### config.mk
export PLATFORM = sky130hd
export DESIGN_NAME = bitstream_unpacker
export DESIGN_NICKNAME = d
export VERILOG_FILES = /design/src/rtl/bitstream_unpacker_pkg.sv /design/src/rtl/bit_funnel_shifter.sv /design/src/rtl/bitstream_unpacker.sv
export SDC_FILE = /design/constraint.sdc
export NUM_CORES = 1
export LEC_CHECK = 0
export ABC_AREA = 1
export BUFFER_PORTS_ARGS = -buffer_cell sky130_fd_sc_hd__buf_2
export CORE_MARGIN = 3
export CORE_UTILIZATION = 55
export DETAILED_ROUTE_END_ITERATION = 8
export GPL_TIMING_DRIVEN = 1
export PLACE_DENSITY = 0.77
export SLEW_MARGIN = 0
export SYNTH_ARGS = -nofsm -noshare
export SYNTH_HDL_FRONTEND = slang
export SYNTH_SLANG_ARGS = --single-unit
### constraint.sdc
create_clock -name clk -period 2.9 [get_ports clk]
set_input_delay 0.435 -clock clk [delete_from_list [all_inputs] [get_ports clk]]
set_output_delay 0.435 -clock clk [all_outputs]
set_load 0.02 [all_outputs]
### src/rtl/bitstream_unpacker_pkg.sv
// Shared helpers for the bitstream unpacker: ceil-log2 for port sizing and a
// width-limited bit reverse used for MSB-first stream ordering.
package bitstream_unpacker_pkg;

  localparam int REV_MAX_W = 64;

  // ceil(log2(value)); clog2(1) = 0
  function automatic int clog2(input int value);
    int r;
    r = 0;
    while ((1 << r) < value) r++;
    return r;
  endfunction

  // Reverses the low `width` bits of value; bits at and above `width` return 0.
  function automatic logic [REV_MAX_W-1:0] bit_reverse(input logic [REV_MAX_W-1:0] value,
                                                        input int width);
    logic [REV_MAX_W-1:0] r;
    r = '0;
    for (int i = 0; i < REV_MAX_W; i++) begin
      if (i < width) r[i] = value[width-1-i];
    end
    return r;
  endfunction

endpackage

### src/rtl/bit_funnel_shifter.sv
// Right-shifts the bit buffer by the retired bit count and OR-inserts a new word
// at an arbitrary bit offset (the fill level after retirement).
module bit_funnel_shifter #(
  parameter int BUFFER_WIDTH = 32,
  parameter int WIDTH_IN     = 8,
  parameter int SHIFT_W      = 4,
  parameter int OFFSET_W     = 7
) (
  input  logic [BUFFER_WIDTH-1:0] buf_in,
  input  logic [SHIFT_W-1:0]      shift,
  input  logic [WIDTH_IN-1:0]     word,
  input  logic                    insert,
  input  logic [OFFSET_W-1:0]     offset,
  output logic [BUFFER_WIDTH-1:0] buf_out
);

  logic [BUFFER_WIDTH-1:0] shifted;
  logic [BUFFER_WIDTH-1:0] word_ext;

  // bits above the offset are already zero, so OR is a safe insert
  always_comb begin
    shifted  = buf_in >> shift;
    word_ext = '0;
    word_ext[WIDTH_IN-1:0] = word;
    buf_out  = shifted;
    if (insert) buf_out = shifted | (word_ext << offset);
  end

endmodule

### src/rtl/bitstream_unpacker.sv
// Bit-granular FIFO front-end for variable-length decoders: word pushes with
// valid/ready, 0..WIDTH_OUT bit retirement per cycle, sticky overpop error.
module bitstream_unpacker
  import bitstream_unpacker_pkg::*;
#(
  parameter  int WIDTH_IN     = 8,
  parameter  int WIDTH_OUT    = 8,
  parameter  int BUFFER_WIDTH = 32,
  parameter  int MSB_FIRST    = 0,
  localparam int POP_W        = clog2(WIDTH_OUT + 1),
  localparam int LVL_W        = clog2(BUFFER_WIDTH + 1)
) (
  input  logic                 clk,
  input  logic                 rst,
  input  logic                 flush,
  input  logic                 in_valid,
  output logic                 in_ready,
  input  logic [WIDTH_IN-1:0]  d,
  input  logic [POP_W-1:0]     pop,
  output logic [WIDTH_OUT-1:0] q,
  output logic [LVL_W-1:0]     level,
  output logic                 q_full,
  output logic                 err
);

  localparam int LX = LVL_W + 1;

  logic [BUFFER_WIDTH-1:0] buffer;
  logic [BUFFER_WIDTH-1:0] buffer_shifted;
  logic [LX-1:0]           level_x;
  logic [LX-1:0]           pop_x;
  logic [LX-1:0]           pop_eff_x;
  logic [LX-1:0]           level_after_pop;
  logic [LX-1:0]           level_next;
  logic [POP_W-1:0]        pop_eff;
  logic                    pop_ok;
  logic                    pop_bad;
  logic                    push;
  logic [WIDTH_IN-1:0]     d_ord;
  logic [WIDTH_OUT-1:0]    q_raw;

  // level math one bit wider so BUFFER_WIDTH = 2^n cannot wrap
  assign level_x   = LX'(level);
  assign pop_x     = LX'(pop);
  assign in_ready  = level_x <= LX'(BUFFER_WIDTH - WIDTH_IN);
  assign q_full    = level_x >= LX'(WIDTH_OUT);

  assign pop_ok    = (pop_x <= level_x) && (pop_x <= LX'(WIDTH_OUT));
  assign pop_bad   = (pop != '0) && !pop_ok && !flush;
  assign pop_eff   = pop_ok ? pop : '0;
  assign pop_eff_x = LX'(pop_eff);
  assign push      = in_valid && in_ready && !flush;

  assign level_after_pop = level_x - pop_eff_x;
  assign level_next      = flush ? '0 : (level_after_pop + (push ? LX'(WIDTH_IN) : LX'(0)));

  // buffer always holds bit 0 as the next stream bit; MSB-first order is mapped at the edges
  assign d_ord = (MSB_FIRST != 0) ? WIDTH_IN'(bit_reverse(REV_MAX_W'(d), WIDTH_IN)) : d;
  assign q_raw = buffer[WIDTH_OUT-1:0];
  assign q     = (MSB_FIRST != 0) ? WIDTH_OUT'(bit_reverse(REV_MAX_W'(q_raw), WIDTH_OUT)) : q_raw;

  bit_funnel_shifter #(
    .BUFFER_WIDTH (BUFFER_WIDTH),
    .WIDTH_IN     (WIDTH_IN),
    .SHIFT_W      (POP_W),
    .OFFSET_W     (LX)
  ) u_funnel (
    .buf_in  (buffer),
    .shift   (pop_eff),
    .word    (d_ord),
    .insert  (push),
    .offset  (level_after_pop),
    .buf_out (buffer_shifted)
  );

  always_ff @(posedge clk or negedge rst) begin
    if (!rst) begin
      buffer <= '0;
      level  <= '0;
      err    <= 1'b0;
    end else begin
      buffer <= flush ? '0 : buffer_shifted;
      level  <= level_next[LVL_W-1:0];
      if (pop_bad) err <= 1'b1;
    end
  end

  always_ff @(posedge clk) begin
    if (rst) assert (level_next <= LX'(BUFFER_WIDTH));
  end

endmodule
==> flow_summary.toml <==
[status]
status = "complete, but fails checks"
violations = "negative setup slack"

[detailed_routing]
drtPass1Iterations = 8
wire_per_inst_um = 20.7
vias = 5635
ant_nets = 0
routed_wl_um = 17500
drtIter0Drc = 806
drc = 0
via_per_inst = 6.65

[timing]
skew_ns = 0.00624
clock.fmax_mhz = 293
hold_violations = 0
period_minus_slack_ns = 3.42
rsz0062_at_grt = "yes"
slew_viol_final = 0
setup_violations = 34
timing.setup.tns_ns = -14.16
max_slew_margin_pct = 35.0
max_slew.worst_pin.slew_ns = 0.976
post-route-period-util_pct = 118
setup_slack_ns = -0.519

[placed_design]
port_buffers = 32
dp_slack_ns = -0.448
hpwl_um = 10300
gp_routability_congestion = 0.950
dpl_cell_area_sq_um = 4890

[worst_setup_path]
arrival_ns = 3.62
crit_path_end_kind = "register"
cpMaxStageDelayCell = "dfrtp_2"
cp.required_ns = 3.10
rr_startpoint = "level[3]"
rr_worst_depth = 23
path_cells = "inv_2 > ha_4 > nand2_2 > nand2_1 > nand2_1 > nand2_2 > nand2_4 > nand3_4 > inv_4 > ha_4 > inv_2 > fa_2 > nand3_4 > nand3_4 > buf_16 > nand3_4 > nand3_4 > nand3_1 > nand2_2 > a21oi_2 > nand3_1 > nand2_1 > inv_1"
start_kind = "register"
regToRegEndpoint = "buffer[16]"
worst-path-max-fanout = 6
critPathKind = "register to register"
crit_top_cell = "nand3_4"
cp_slowest_stage_delay_ns = 0.43
rrSetupSlack_ns = -0.52

[yosys]
syn_nets = 707
synth_top_area_cell = "nand3_1"
netlist_area_sq_um = 4150
yosys-top-cells-area = "nand3_1 (30%), dfrtp_1 (24%), nand2_1 (12%)"
synth_area_per_cell_sq_um = 6.11
ys_ff_latch = 39
yosysTopAreaCellShare_pct = 30.3
postSynthCellCount = 679
yosysUniqueCellTypes = 26
synth_seq_area_share_pct = 23.5
yosys_warnings = 0

[clock_network]
cts_buffers = 5
h-tree-depth = 2
postCtsHoldBufs = 0
cts_tree = "done"
clk-insertion-delay-late_ns = 0.30
clk_pin_slew_worst_paths_ns = 0.09
cts.path.max_buffers = 2
cts.root.buffer_cell = "clkbuf_8"
cts_sinks = 39

[floorplanning]
die_x_um = 92.8
rows = 31
die_area_sq_um = 8620
fp.coreArea_sq_um = 7290
die_h_um = 92.8
io_pins = 33
initial_core_util_pct = 56.9

[global_route]
grt_pass1_wl_um = 24600
antenna_found_initial = 0
grt.met1_usage_pct = 47.3
grtUsageMet3_pct = 6.82
grt_max_degree = 40
grtUsageMet2_pct = 57.1
grt_usage_pct = 35.6
busiest_layer = "met2"
grt_pass1_vias = 4888
grt_overflow = 0

[cells_and_area]
fillerInstances = 498
area.growth.synth_to_final_pct = 41.7
finalNetCount = 776
diodes = 0
finish.utilization_pct = 80.6
finalInstanceArea_sq_um = 5880
drive_above_1_share_pct = 39.7

[worst_hold_path]
hold_path.class = "primary input to async pin"

[flow_run]
cap_violations = 0
per-layer routing:
metal  routed length [um]  vias to the layer above
met4                 1080                        0
met3                 2240                      133
met1                 6260                     2556
met5                    0                        -
li1                     -                     2419
met2                 7950                      527
placed cells by master (no fill, tap or decap), types with 3 or more instances in the layout:
cell type,count
buf_4,69
a21oi_1,6
buf_6,9
nor2_1,14
nand3_1,184
buf_2,32
nand2_1,91
a21oi_2,9
clkbuf_8,6
nand2_2,34
ha_4,8
nand2_4,13
nand4_1,40
buf_12,4
nand3_4,20
o21ai_1,5
nand3_2,49
dfrtp_1,36
dfrtp_2,3
nor2_4,8
inv_2,15
inv_1,71
worst max path at each step:
| stage | startpoint | end | cells after the start |
|---|---|---|---|
| after floorplan | pop[0] | buffer[17] | 28 |
| after global placement | pop[3] | buffer[8] | 22 |
| after detailed placement | pop[3] | buffer[1] | 22 |
| after CTS | level[2] | buffer[7] | 24 |
| after global routing | level[3] | buffer[16] | 23 |
| final | level[3] | buffer[16] | 23 |
Yosys cell counts:
| cell | number |
|---|---|
| o21ai_0 | 8 |
| nor2_1 | 17 |
| clkbuf_1 | 10 |
| nand2_4 | 3 |
| a21oi_1 | 15 |
| fa_1 | 1 |
| ha_1 | 11 |
| buf_2 | 21 |
| o21ai_1 | 1 |
| buf_4 | 18 |
| buf_6 | 2 |
| and2_1 | 1 |
| a31o_2 | 1 |
| buf_1 | 2 |
| inv_2 | 5 |
| xor2_1 | 4 |
| or2_2 | 2 |
| nand2_1 | 133 |
| nand4_1 | 40 |
| nand2_2 | 3 |
| nor2_2 | 2 |
| dfrtp_1 | 39 |
| nand3_1 | 251 |
| nand3_2 | 2 |
| inv_1 | 84 |
| nor2_4 | 3 |
sequential cells by signal (all words and copies together), names as in the netlist:
| register | flops |
|---|---|
| buffer | 32 |
| level | 6 |
| err | 1 |
critical path: cells and delay by family, from the launching register on:
kind / cells / cell delay [ns]
simple gates: 14 / 1.47
buf+inv: 5 / 0.48
compound gates: 1 / 0.16
flops: 1 / 0.43
fa+ha+maj: 3 / 0.77
metrics by stage:
stage,std cells,hold WS [ns]
CTS,837,0.307
finish,848,0.287
global route,848,0.333
global placement,824,0.452
detailed placement,824,0.465
floorplan,679,0.139
cells by family (layout without fill, tap and decap cells):
logic type	Yosys count	after routing	share of synthesized area (%)
fa+ha+maj	12	12	3.80
buf+inv	142	212	15.5
compound gates	25	25	3.11
flops	39	39	23.5
simple gates	457	457	53.2
xor+xnor	4	4	0.845
area by class of cell:
| type | instances | area (sq um) | area share, % |
|---|---|---|---|
| flip-flops and latches | 39 | 980 | 16.7 |
| clock buffers | 6 | 82.6 | 1.41 |
| multi-input cells | 498 | 3420 | 58.2 |
| repair buffers | 115 | 887 | 15.1 |
| clock inverters | 2 | 35.0 | 0.596 |
| well taps | 99 | 124 | 2.11 |
| inverters | 89 | 345 | 5.88 |
timing repair:
item	in CTS	in global routing
pin swaps	38	29
endpoints found under the setup margin	34	34
cloned	1	0
resized for setup	100	67
buffers inserted	5	11
Power is left out: the tool's default activity adds up to more than one toggle a clock period on the data nets, which glitch-free logic cannot reach.
